File: src/rtl/nibble_sub16.sv
// -----------------------------------------------------------------------------
// nibble_sub16
// Multi-cycle subtractor: diff = a - b - bin (mod 2^W), computed one 4-bit
// slice per clock, least-significant nibble first. Each slice is an adder in
// complement form (A_i + ~B_i + carry), so carry=1 means "no borrow".
//
// Ports:
//   clk    : system clock, all state changes on the rising edge
//   rst_n  : synchronous active-low reset
//   start  : operation request, accepted only while ready=1
//   a, b   : minuend / subtrahend, sampled on the accepting edge only
//   bin    : borrow in, sampled on the accepting edge only
//   ready  : 1 while idle
//   busy   : 1 while nibbles are being processed
//   done   : one-cycle pulse when diff and the flags are updated
//   diff   : registered result
//   bout   : borrow out (1 = unsigned a < b + bin)
//   zero   : diff == 0
//   neg    : diff MSB
//   ovf    : signed overflow of the subtraction
// -----------------------------------------------------------------------------
module nibble_sub16 #(
    parameter int NIBBLES = 4
) (
    input  logic                 clk,
    input  logic                 rst_n,
    input  logic                 start,
    input  logic [4*NIBBLES-1:0] a,
    input  logic [4*NIBBLES-1:0] b,
    input  logic                 bin,
    output logic                 ready,
    output logic                 busy,
    output logic                 done,
    output logic [4*NIBBLES-1:0] diff,
    output logic                 bout,
    output logic                 zero,
    output logic                 neg,
    output logic                 ovf
);

    localparam int W  = 4 * NIBBLES;
    localparam int IW = (NIBBLES > 1) ? $clog2(NIBBLES) : 1;
    localparam logic [IW-1:0] IDX_LAST = IW'(NIBBLES - 1);

    typedef enum logic [1:0] {
        ST_IDLE = 2'd0,
        ST_RUN  = 2'd1,
        ST_DONE = 2'd2
    } state_t;

    // Signed overflow of a - b: operands of different sign and the result
    // sign differs from the minuend.
    function automatic logic sub_ovf(input logic a_msb, input logic b_msb,
                                     input logic r_msb);
        return (a_msb != b_msb) && (r_msb != a_msb);
    endfunction

    state_t         state_r;
    state_t         state_s;

    logic [W-1:0]   a_r;
    logic [W-1:0]   b_r;
    logic [W-1:0]   partial_r;
    logic           carry_r;
    logic [IW-1:0]  idx_r;

    logic [3:0]     nib_a_s;
    logic [3:0]     nib_b_s;
    logic [4:0]     sum_s;
    logic           ready_s;
    logic           busy_s;

    logic [W-1:0]   diff_r;
    logic           bout_r;
    logic           zero_r;
    logic           neg_r;
    logic           ovf_r;
    logic           done_r;

    // State register
    always_ff @(posedge clk) begin
        if (!rst_n) begin
            state_r <= ST_IDLE;
        end else begin
            state_r <= state_s;
        end
    end

    // Next-state logic
    always_comb begin
        state_s = state_r;
        case (state_r)
            ST_IDLE: begin
                if (start) begin
                    state_s = ST_RUN;
                end else begin
                    state_s = ST_IDLE;
                end
            end
            ST_RUN: begin
                if (idx_r == IDX_LAST) begin
                    state_s = ST_DONE;
                end else begin
                    state_s = ST_RUN;
                end
            end
            ST_DONE: state_s = ST_IDLE;
            default: state_s = ST_IDLE;
        endcase
    end

    // Handshake status decoded from the state register only
    always_comb begin
        ready_s = 1'b0;
        busy_s  = 1'b0;
        case (state_r)
            ST_IDLE: ready_s = 1'b1;
            ST_RUN:  busy_s  = 1'b1;
            ST_DONE: begin
                ready_s = 1'b0;
                busy_s  = 1'b0;
            end
            default: begin
                ready_s = 1'b0;
                busy_s  = 1'b0;
            end
        endcase
    end

    // One nibble slice: A_i + ~B_i + carry, 5-bit result
    always_comb begin
        nib_a_s = a_r[{idx_r, 2'b00} +: 4];
        nib_b_s = b_r[{idx_r, 2'b00} +: 4];
        sum_s   = {1'b0, nib_a_s} + {1'b0, ~nib_b_s} + {4'b0000, carry_r};
    end

    // Operand latch and nibble-serial carry chain
    always_ff @(posedge clk) begin
        if (!rst_n) begin
            a_r       <= {W{1'b0}};
            b_r       <= {W{1'b0}};
            partial_r <= {W{1'b0}};
            carry_r   <= 1'b0;
            idx_r     <= {IW{1'b0}};
        end else begin
            case (state_r)
                ST_IDLE: begin
                    if (start) begin
                        a_r       <= a;
                        b_r       <= b;
                        partial_r <= {W{1'b0}};
                        carry_r   <= ~bin;   // borrow in becomes inverted carry in
                        idx_r     <= {IW{1'b0}};
                    end
                end
                ST_RUN: begin
                    partial_r[{idx_r, 2'b00} +: 4] <= sum_s[3:0];
                    carry_r                        <= sum_s[4];
                    idx_r                          <= idx_r + IW'(1);
                end
                default: begin
                    carry_r <= carry_r;
                end
            endcase
        end
    end

    // Result and flag registers; only the DONE cycle updates them
    always_ff @(posedge clk) begin
        if (!rst_n) begin
            diff_r <= {W{1'b0}};
            bout_r <= 1'b0;
            zero_r <= 1'b0;
            neg_r  <= 1'b0;
            ovf_r  <= 1'b0;
            done_r <= 1'b0;
        end else begin
            done_r <= (state_r == ST_DONE);
            if (state_r == ST_DONE) begin
                diff_r <= partial_r;
                bout_r <= ~carry_r;
                zero_r <= (partial_r == {W{1'b0}});
                neg_r  <= partial_r[W-1];
                ovf_r  <= sub_ovf(a_r[W-1], b_r[W-1], partial_r[W-1]);
            end
        end
    end

    assign ready = ready_s;
    assign busy  = busy_s;
    assign done  = done_r;
    assign diff  = diff_r;
    assign bout  = bout_r;
    assign zero  = zero_r;
    assign neg   = neg_r;
    assign ovf   = ovf_r;

endmodule
File: config.mk
export PLATFORM = sky130hd
export DESIGN_NAME = nibble_sub16
export DESIGN_NICKNAME = d
export VERILOG_FILES = /design/src/rtl/nibble_sub16.sv
export SDC_FILE = /design/constraint.sdc
export NUM_CORES = 1
export LEC_CHECK = 0
export CORE_MARGIN = 3
export CORE_UTILIZATION = 35
export DETAILED_ROUTE_END_ITERATION = 12
export HOLD_SLACK_MARGIN = 0.05
export PLACE_DENSITY = 0.58
export SLEW_MARGIN = 20
export SYNTH_ARGS = -nofsm -noshare
export SYNTH_HDL_FRONTEND = slang
export SYNTH_SLANG_ARGS = --single-unit
File: constraint.sdc
create_clock -name clk -period 2.5 [get_ports clk]
set_input_delay 0.375 -clock clk [delete_from_list [all_inputs] [get_ports clk]]
set_output_delay 0.375 -clock clk [all_outputs]
set_load 0.03 [all_outputs]
After elaboration in Yosys (flattened, before gate mapping)
Cells that the tools add are included.
Widths: inputs -> output; s select.
{"block": "classes", "add_sub_neg": 4, "n_eq_ne": 6, "shift": 4, "n_mux": 12, "bitwise": 3, "reduce_logical": 6}
{"operator": "$pmux 16 s2", "n": 1}
{"operator": "$shiftx 16x5->4", "n": 2}
{"operator": "$bwmux 16", "n": 1}
{"operator": "$logic_not 16->1", "n": 1}
{"operator": "$mux 16", "n": 1}
{"operator": "$shift 4x6->16 const A", "n": 1}
{"operator": "$shiftx 4x6->16", "n": 1}
{"operator": "$pmux 2 s2", "n": 2}
{"operator": "$neg 4->6", "n": 1}
{"operator": "$add 4x4->5", "n": 1}
{"operator": "$add 5x1->5", "n": 1}
{"operator": "$eq 2x2->1 const B", "n": 2}
{"operator": "$mux 1", "n": 4}
{"operator": "$mux 2", "n": 2}
{"operator": "$not 4->4", "n": 1}
{"operator": "$reduce_and 2->1", "n": 2}
{"operator": "$add 2x1->2 const B", "n": 1}
{"operator": "$eq 2x1->1 const B", "n": 1}
{"operator": "$logic_not 2->1", "n": 1}
{"operator": "$ne 1x1->1", "n": 2}
{"operator": "$ne 2x2->1 const B", "n": 1}
{"operator": "$not 1->1", "n": 2}
{"operator": "$pmux 1 s2", "n": 1}
{"operator": "$reduce_bool 2->1", "n": 1}
{"operator": "$logic_and 1x1->1", "n": 1}
{"block": "word_totals", "ff_bits": 74, "inputBits": 36, "out_inout_bits": 23}

Longest topological paths before layout
Gate-level depths: netlist (run 1).
{"block": "logic_depth", "depth_word": 7, "mapped_depth": 10, "depth_no_buf": 9}

Worst setup path after synthesis (run 1)
Ideal clock, no wire load.
{"block": "synth_path", "kind": "reg-to-reg", "startpoint": "reg idx_r[0]", "endpoint": "reg carry_r", "arrival_time_ns": 2.547, "t_required_ns": 2.435, "slack_ns": -0.112, "path_stages_with_launch": 10, "path_buffers": 1, "synth_period_minus_slack_ns": 2.612, "cell_sequence": "dfxtp_1 -> buf_2 -> mux4_2 -> fa_1 -> fa_1 -> nor2b_1 -> o21ai_0 -> a311oi_1 -> a31oi_1 -> nor2b_1"}
{"block": "synth_between", "elab_chain_len": 5, "word_cells_on_any_way": 6, "cone_classes": "add/sub (2); shift (2); mux (1); bitwise (1)"}
{"item": "start: declaration", "line_no": "65", "text": "logic [IW-1:0] idx_r;"}
{"item": "start signal: assignment", "line_no": "144", "text": "idx_r <= {IW{1'b0}};"}
{"item": "start signal: assignment", "line_no": "153", "text": "idx_r <= {IW{1'b0}};"}
{"item": "start signal: assignment", "line_no": "159", "text": "idx_r <= idx_r + IW'(1);"}
{"item": "$shiftx 16x5->4", "line_no": "133", "text": "nib_b_s = b_r[{idx_r, 2'b00} +: 4];"}
{"item": "$not 4->4", "line_no": "134", "text": "sum_s = {1'b0, nib_a_s} + {1'b0, ~nib_b_s} + {4'b0000, carry_r};"}
{"item": "$add 4x4->5 (*)", "line_no": "134"}
{"item": "$add 5x1->5 (*)", "line_no": "134"}
{"item": "$pmux 1 s2 (*)", "line_no": "146", "text": "case (state_r)"}
{"item": "end signal: assignment", "line_no": "152", "text": "carry_r <= ~bin;"}
{"item": "end signal: assignment", "line_no": "158", "text": "carry_r <= sum_s[4];"}
{"item": "end signal: assignment", "line_no": "162", "text": "carry_r <= carry_r;"}
{"item": "end: declaration", "line_no": "64", "text": "logic carry_r;"}
Mark *: on every way between the ends. The rest lies on a longest branch, timed or not.
A chain may end at the register's enable or synchronous reset.

Worst setup path in the final report (run 1)
Same ends and word-level chain as after synthesis.

==> results of run 1 <==
[flip-flops by register name, summed over array words and instances, names as in the netlist]
signal,count
state_r,2
zero,1
b_r,16
diff,16
carry_r,1
a_r,16
done,1
ovf,1
bout,1
idx_r,2
partial_r,16
[final cells by class]
class / instances / area (um^2) / area share [%]
clock buffers: 12 / 155.1 / 3.686
clock inverters: 4 / 98.84 / 2.348
inverters: 12 / 45.04 / 1.070
multi-input cells: 267 / 1643 / 39.03
flip-flops and latches: 73 / 1466 / 34.84
well taps: 108 / 135.1 / 3.210
repair buffers: 65 / 665.6 / 15.81
[critical path, stage by stage, from the launching register on]
cell and delay, ns:
dfxtp_4 0.36, buf_12 0.14, mux4_2 0.33, inv_1 0.06, fa_2 0.37, fa_2 0.37, nor2b_1 0.12, o21ai_0 0.08
a311oi_1 0.27, a31oi_1 0.07, nor2b_1 0.13
[synth_stat cells]
library cell / count / area share (%)
a21oi_1: 2 / 0.31
nand2_1: 119 / 14
dfxtp_1: 73 / 45
or2_1: 1 / 0.19
a21o_1: 4 / 0.92
clkbuf_1: 10 / 1.1
nor2b_2: 1 / 0.27
o21ai_0: 11 / 1.7
buf_2: 9 / 1.4
nor2_1: 6 / 0.69
a21boi_0: 42 / 9.6
nor4_1: 4 / 0.76
nor2b_1: 6 / 1.1
nor3_1: 3 / 0.46
o21a_1: 2 / 0.46
clkinv_1: 1 / 0.11
and3_1: 2 / 0.38
a311oi_1: 1 / 0.27
nand2b_4: 1 / 0.42
o211ai_1: 1 / 0.23
nand3b_1: 1 / 0.23
a21boi_1: 7 / 1.6
nor2_2: 1 / 0.19
xnor2_1: 2 / 0.53
o21ai_1: 3 / 0.46
nand2b_1: 3 / 0.57
nand3_1: 5 / 0.76
and2_1: 12 / 2.3
buf_4: 5 / 1.1
o211a_1: 2 / 0.61
nand4_1: 1 / 0.19
buf_6: 1 / 0.34
ha_1: 7 / 2.7
inv_1: 11 / 1.3
mux4_2: 8 / 5.5
or4_4: 1 / 0.34
a31oi_1: 1 / 0.19
a22oi_1: 4 / 0.92
fa_1: 2 / 1.2
and3b_1: 1 / 0.27
[path summary, 6_finish.rpt]
kind / startpoint / to / slack, ns / cells after the start
worst min register to register: b_r[5]$_SDFFE_PN0P_ / b_r[5]$_SDFFE_PN0P_ / 0.46 / 2
worst min-delay path: b_r[5]$_SDFFE_PN0P_ / b_r[5]$_SDFFE_PN0P_ / 0.46 / 2
worst max register to register: idx_r[0]$_SDFFE_PN0P_ / carry_r$_SDFFE_PN0P_ / 0.13 / 10
worst max-delay path: idx_r[0]$_SDFFE_PN0P_ / carry_r$_SDFFE_PN0P_ / 0.13 / 10
[stage by stage]
stage          cells  hold slack, ns  cell area [um^2]  TNS (ns)
2_1_floorplan    377          0.4321              3282         0
3_3_place_gp     525          0.4500              3945         0
3_5_place_dp     525          0.4479              3945  -0.01253
4_1_cts          541          0.4592              4200         0
5_1_grt          541          0.4786              4209  -0.02259
6_report         541          0.4561              4209         0
[layer usage]
layer | track usage, % | up-vias | share of wire [%]
met1 | 18.64 | 1193 | 46
met3 | 4.939 | 11 | 4.4
met5 | 0 | - | 0
met4 | 4.681 | 0 | 1.2
met2 | 24.48 | 50 | 48
li1 | - | 1351 | -
[repair_timing]
item,CTS,global route
setup endpoints to repair,1,6
gates resized for setup,1,4
pin swaps,0,1
buffers inserted,0,0
cloned,0,0
[logic make-up (layout without fill, tap and decap cells)]
group | count (synthesis) | count (layout)
xor+xnor | 2 | 2
compound gates | 80 | 80
fa+ha+maj | 9 | 9
buf+inv | 37 | 93
mux | 8 | 8
flops | 73 | 73
simple gates | 168 | 168
[power groups by stage]
stage               Combinational [mW]  Sequential (mW)  Clock, mW
floorplan                        0.237             1.25          0
global placement                 0.351             1.26          0
detailed placement               0.358             1.26          0
CTS                              0.361             1.24       1.18
global route                     0.398             1.24       1.23
finish                           0.359             1.24       1.15
==> flow_metrics.tcl, run 1 <==
set metrics [dict create \
    power_frac_clock_pct 41.8 \
    io_buffers 58 \
    synth_seq_area_share_pct 44.61 \
    die_area_um2 10560 \
    start_util_pct 36.84 \
    pin_count 59 \
    clk-insertion-delay-late_ns 0.34 \
    synth_compound_area_share_pct 17.27 \
    vdd_drop_max_v 0.0003207 \
    synth_seq_cells 73 \
    fin_util_pct 47.34 \
    antenna_found_initial 0 \
    remaining_drc_errors 0 \
    p_int_mw 2.105 \
    tritoncts "yes" \
    hold_viol_final 0 \
    grt_usage_pct 14.92 \
    rsz0062_at_grt "true" \
    post_drt_wl_per_cell_um 13.39 \
    fillers 892 \
    synth_top_family_by_area "simple AND/OR/NAND/NOR gates" \
    path_max_fanout 7 \
    p_per_area_nw_per_um2 652.0 \
    clkTransAtPathRegs_ns 0.07 \
    clock-sinks 73 \
    synthMuxAreaShare_pct 5.500 \
    max_slew_margin_pct 57.76 \
    tightest_slew_ns 0.6336 \
    crit_type "flip-flop to flip-flop" \
    final_common_cell "nand2_1" \
    cp.required_ns 2.77 \
    cts.htree.levels 3 \
    drt_first_pass_iters 4 \
    via_per_inst 4.815 \
    antennaDiodeCount 0 \
    fin_skew_ns 0.008356 \
    start_kind "flip-flop" \
    nNetsFinal 473 \
    drive_gt1_share_pct 9.007 \
    max_freq_mhz 422.5 \
    power_mw 2.744 \
    synth_xor_area_share_pct 0.5348 \
    worstPathArrival_ns 2.64 \
    drtAntennaViolNets 0 \
    final_cell_mix "nand2_1, dfxtp_1, clkdlybuf4s50_1" \
    layout_setup_ws_ns 0.1331 \
    seqPwrFrac_pct 45.1 \
    hold_class "flip-flop to flip-flop" \
    fp-row-count 34 \
    net-switching-power_uw 639.5 \
    syn_nets 422 \
    clockBufferDepth 2 \
    endpoint_kind "flip-flop" \
    post-place-ws_ns -0.01253 \
    maxSlewViolCount 0 \
    grt_pass1_wl_mm 12.25 \
    yosys.area_share.adder_pct 3.896 \
    ctsHoldBuffers 0 \
    maxCapViolCount 0 \
    gp_congestion 0.8636 \
    routed_wl_mm 7.242 \
    via_count 2605 \
    die_y_um 102.7 \
    synthDistinctLibCells 40 \
    run_status "complete, no violations" \
    syn_inst 377 \
    finalCriticalPeriod_ns 2.367 \
    core_area_um2 8891 \
    timing.final.crit_share_pct 94.68 \
    drt_iter0_markers 115 \
    grt_pass1_vias 2480 \
    area_growth_pct 28.50 \
    die_w_um 102.7 \
    comb_power_share_pct 13.1 \
    switching_share_pct 23.30 \
    setup_viol 0 \
    grt.overflow.total 0 \
    tritoncts.num_buffers 9 \
    cts_root_buf "clkbuf_8" \
    syn_avg_cell_area_um2 8.689 \
    hpwl_mm 5.313 \
    grt_max_degree 40 \
    leakage_nw 1.553 \
    yosys_warnings 0 \
    netlist_area_um2 3276 \
    yosys.area_share.simple_pct 22.80 \
]
No activity file was read; power rests on OpenSTA's default activity.
==> run 2: changes to the inputs <==
- CORE_MARGIN: 3 -> 1.5
- CORE_UTILIZATION: 35 -> 45
- PLACE_DENSITY: 0.58 -> 0.72
==> flow_metrics.tcl, run 2 (synthesis gave the netlist of run 1 again) <==
set metrics [dict create \
    run_status "complete, no violations" \
    hold_class "flip-flop to flip-flop" \
    worstPathArrival_ns 2.62 \
    reg2reg_from "idx_r[0]$_SDFFE_PN0P_" \
    maxCapViolCount 0 \
    cts.htree.levels 3 \
    cts_root_buf "clkbuf_8" \
    timing.final.crit_share_pct 93.21 \
    clk-insertion-delay-late_ns 0.35 \
    grt_pass1_vias 2571 \
    routed_wl_mm 6.783 \
    endpoint_kind "flip-flop" \
    area_growth_pct 26.36 \
    drtAntennaViolNets 0 \
    via_per_inst 4.987 \
    grt_usage_pct 19.36 \
    grt_max_degree 35 \
    antennaDiodeCount 0 \
    final_common_cell "nand2_1" \
    tritoncts.num_buffers 9 \
    cp_num_cells 6 \
    cp-startpoint "idx_r[0]$_SDFFE_PN0P_" \
    drt_iter0_markers 114 \
    net-switching-power_uw 652.1 \
    hold_viol_final 0 \
    grt.overflow.total 0 \
    core_area_um2 6907 \
    die_w_um 88.32 \
    path_buf_inv 0 \
    p_per_area_nw_per_um2 609.7 \
    tritoncts "yes" \
    critPathTopFamily "adder cells" \
    start_kind "flip-flop" \
    final_cell_mix "nand2_1, dfxtp_1, clkdlybuf4s50_1" \
    antenna_found_initial 0 \
    path_cells "mux4_2 > fa_2 > fa_2 > xnor2_1 > a22oi_1 > nor2b_1" \
    vdd_drop_max_v 0.0003329 \
    cp.required_ns 2.79 \
    p_int_mw 1.872 \
    max_freq_mhz 429.1 \
    crit_top_cell "fa_2" \
    max_slew_margin_pct 58.83 \
    cpMaxStageDelayCell "mux4_2" \
    switching_share_pct 25.84 \
    remaining_drc_errors 0 \
    drive_gt1_share_pct 9.633 \
    seqPwrFrac_pct 48.9 \
    hpwl_mm 5.001 \
    clockBufferDepth 2 \
    finalCriticalPeriod_ns 2.330 \
    power_mw 2.524 \
    path_max_fanout 4 \
    worstRegToRegCells 6 \
    die_area_um2 7800 \
    power_frac_clock_pct 36.8 \
    tightest_slew_ns 0.6176 \
    fp-row-count 30 \
    clkTransAtPathRegs_ns 0.08 \
    leakage_nw 1.529 \
    nNetsFinal 476 \
    tns_ns 0 \
    start_util_pct 47.43 \
    drt_first_pass_iters 4 \
    post_drt_wl_per_cell_um 12.75 \
    io_buffers 58 \
    crit_type "flip-flop to flip-flop" \
    clock-sinks 73 \
    die_y_um 88.32 \
    setup_viol 0 \
    endpoint "partial_r[2]$_SDFFE_PN0P_" \
    fin_skew_ns 0.009744 \
    maxSlewViolCount 0 \
    reg2reg_to "partial_r[2]$_SDFFE_PN0P_" \
    grt_pass1_wl_mm 11.59 \
    rsz0062_at_grt "false" \
    via_count 2653 \
    gp_congestion 0.8381 \
    pin_count 59 \
    critPathMaxStageDelay_ns 0.54 \
    comb_power_share_pct 14.2 \
    regToRegSetupSlack_ns 0.17 \
]
run 2: cell types whose count changed in the layout (fill, tap and decap cells not counted), sizes merged:
cell / before / now
clkbuf: 12 / 10
buf: 8 / 11
clkinvlp: 0 / 2
bufinv: 3 / 1
clkinv: 2 / 4
run 2: timing repair:
item                       4_1_cts  5_1_grt
setup endpoints to repair        0        5
hold buffers                     0        0
setup buffers                    0        0
resized for setup                0        3
run 2: per-layer routing:
metal	vias to the layer above	share of wire [%]	global-route usage, %
met3	12	3.7	3.825
met4	0	2.2	9.517
li1	1358	-	-
met2	62	50	34.63
met5	-	0	0
met1	1221	44	22.03
run 2: metrics by stage:
stage	setup WS (ns)	hold slack [ns]	instance area [um^2]	instances	util (%)
global route	0.04915	0.4793	4139	532	59.93
detailed placement	0.01886	0.4454	3928	516	56.87
global placement	0.08409	0.4422	3928	516	56.87
finish	0.1698	0.4540	4139	532	59.93
floorplan	0.001859	0.4321	3282	377	-
CTS	0.009281	0.4567	4133	532	59.84
run 2: tightest hold or removal path, cell delays in order, from the launching register on:
cell and delay, ns:
dfxtp_1 0.31, nand2_1 0.05, a21boi_1 0.05
run 2: cell type report:
class	count	area, um^2
Tap cell	96	120.1
Fill cell	648	2768
Clock inverter	6	67.56
Sequential cell	73	1463
Clock buffer	10	137.6
Timing Repair Buffer	68	663.1
Inverter	12	45.04
Multi-Input combinational cell	267	1643
run 2: power groups by stage:
stage	registers [mW]	clock network, mW	logic [mW]
floorplan	1.25	0	0.237
global placement	1.26	0	0.350
detailed placement	1.26	0	0.357
CTS	1.23	0.954	0.358
global route	1.24	1.00	0.399
finish	1.24	0.929	0.359
run 2: worst min-delay path by stage:
stage                               from                    to  slack [ns]  cells after the start
finish               b_r[0]$_SDFFE_PN0P_   b_r[0]$_SDFFE_PN0P_        0.45                      2
global route        diff[8]$_SDFFE_PN0P_  diff[8]$_SDFFE_PN0P_        0.48                      2
CTS                  b_r[0]$_SDFFE_PN0P_   b_r[0]$_SDFFE_PN0P_        0.46                      2
detailed placement   b_r[0]$_SDFFE_PN0P_   b_r[0]$_SDFFE_PN0P_        0.45                      2
global placement     b_r[2]$_SDFFE_PN0P_   b_r[2]$_SDFFE_PN0P_        0.44                      2
floorplan            b_r[4]$_SDFFE_PN0P_   b_r[4]$_SDFFE_PN0P_        0.43                      2
==> run 3: changes to the inputs <==
--- a/config.mk
+++ b/config.mk
@@ -12,2 +12,3 @@
 export PLACE_DENSITY = 0.72
+export SKIP_CTS_REPAIR_TIMING = 1
 export SLEW_MARGIN = 20
==> constraint.sdc (replaced) <==
create_clock -name clk -period 2.5 [get_ports clk]
set_input_delay 0.5 -clock clk [delete_from_list [all_inputs] [get_ports clk]]
set_output_delay 0.5 -clock clk [all_outputs]
set_load 0.03 [all_outputs]
==> flow_metrics.tcl, run 3 (synthesis gave the netlist of run 1 again) <==
set metrics [dict create \
    critPathTopFamily "adder cells" \
    run_status "complete, no violations" \
    io_buffers 58 \
    cp-startpoint "idx_r[0]$_SDFFE_PN0P_" \
    tritoncts.num_buffers 9 \
    min_path_cells 2 \
    cts_root_buf "clkbuf_8" \
    start_util_pct 47.43 \
    hpwl_mm 4.970 \
    path_buf_inv 0 \
    nNetsFinal 476 \
    antenna_found_initial 0 \
    cp.required_ns 2.79 \
    hold_class "flip-flop to flip-flop" \
    rsz0062_at_grt "true" \
    final_cell_mix "nand2_1, dfxtp_1, clkdlybuf4s50_1" \
    die_w_um 88.32 \
    remaining_drc_errors 0 \
    gp_congestion 0.8320 \
    reg2reg_to "carry_r$_SDFFE_PN0P_" \
    crit_type "flip-flop to flip-flop" \
    grt_usage_pct 19.37 \
    core_area_um2 6907 \
    grt_max_degree 36 \
    multiInputGateArea_um2 1649 \
    worstPathArrival_ns 2.73 \
    start_kind "flip-flop" \
    post_drt_wl_per_cell_um 12.97 \
    antennaDiodeCount 0 \
    drive_gt1_share_pct 9.633 \
    worstRegToRegCells 8 \
    dpl.cell_count 516 \
    critPathMaxStageDelay_ns 0.52 \
    drtAntennaViolNets 0 \
    final_common_cell "nand2_1" \
    setup_viol 0 \
    tritoncts "yes" \
    path_cells "mux4_2 > fa_2 > fa_2 > nor2b_1 > o21ai_1 > a311oi_2 > a31oi_1 > nor2b_1" \
    via_per_inst 4.929 \
    hp-start "b_r[1]$_SDFFE_PN0P_" \
    power_mw 2.575 \
    tightest_slew_ns 0.6234 \
    die_y_um 88.32 \
    die_area_um2 7800 \
    vdd_drop_max_v 0.0004279 \
    maxSlewViolCount 0 \
    pin_count 59 \
    clockBufferDepth 2 \
    path_max_fanout 2 \
    area_growth_pct 26.78 \
    final_cells 532 \
    routed_wl_mm 6.898 \
    hold_viol_final 0 \
    cts.htree.levels 3 \
    hold_path_end "b_r[1]$_SDFFE_PN0P_" \
    p_per_area_nw_per_um2 620.1 \
    drt_iter0_markers 72 \
    clock-sinks 73 \
    tns_ns 0 \
    finalCriticalPeriod_ns 2.440 \
    clkTransAtPathRegs_ns 0.07 \
    timing.final.crit_share_pct 97.59 \
    seq_area_um2 1465 \
    grt_pass1_vias 2461 \
    drt_first_pass_iters 4 \
    via_count 2622 \
    maxCapViolCount 0 \
    regToRegSetupSlack_ns 0.06 \
    grt_pass1_wl_mm 11.54 \
    cpMaxStageDelayCell "mux4_2" \
    leakage_nw 1.538 \
    max_slew_margin_pct 58.44 \
    clk-insertion-delay-late_ns 0.35 \
    reg2reg_from "idx_r[0]$_SDFFE_PN0P_" \
    grt.overflow.total 0 \
    fillers 659 \
    max_freq_mhz 409.9 \
    fp-row-count 30 \
    fin_skew_ns 0.005065 \
    endpoint_kind "flip-flop" \
]
==> run 3: cell count changes in the layout (fill, tap and decap cells not counted), sizes merged <==
cell | previous run | this run
bufinv | 1 | 2
clkinvlp | 2 | 1
==> run 3: final cells by class <==
type                       count  area share [%]
multi-input combinational    267           39.71
clock buffer                  10           3.073
sequential                    73           35.28
inverter                      12           1.085
tap                           96           2.892
timing repair buffer          68           15.97
clock inverter                 6           1.989
==> run 3: worst max-delay path by stage <==
stage                           end  slack [ns]  cells after the start
5_1_grt        carry_r$_SDFFE_PN0P_       -0.06                      8
2_1_floorplan  carry_r$_SDFFE_PN0P_       0.002                      9
6_report       carry_r$_SDFFE_PN0P_        0.06                      8
3_3_place_gp   carry_r$_SDFFE_PN0P_        0.10                      8
4_1_cts        carry_r$_SDFFE_PN0P_       -0.05                      8
3_5_place_dp   carry_r$_SDFFE_PN0P_        0.01                      8
==> run 3: power breakdown <==
group          switching, mW  internal, mW
Combinational          0.186         0.179
Sequential            0.0279          1.21
Clock                  0.420         0.556
==> run 3: tightest hold or removal path: stages (launching register included) <==
cell and delay, ns:
dfxtp_1 0.31, nand2_1 0.05, a21boi_1 0.05
==> run 3: per-stage QoR <==
| step | instance area, um^2 | util (%) | hold WS [ns] | worst slack [ns] |
|---|---|---|---|---|
| 2_1_floorplan | 3282 | - | 0.4321 | 0.001859 |
| 3_3_place_gp | 3928 | 56.87 | 0.4389 | 0.1037 |
| 3_5_place_dp | 3928 | 56.87 | 0.4507 | 0.01468 |
| 4_1_cts | 4138 | 59.91 | 0.4615 | -0.05294 |
| 5_1_grt | 4153 | 60.13 | 0.4846 | -0.05652 |
| 6_report | 4153 | 60.13 | 0.4580 | 0.06019 |
==> run 3: layer usage <==
layer / vias to the layer above / GRT usage [%] / part of all wire, %
met5: - / 0 / 0
met4: 0 / 7.955 / 2.0
met3: 11 / 5.504 / 4.1
met2: 64 / 32.69 / 49
met1: 1191 / 23.28 / 45
li1: 1356 / - / -
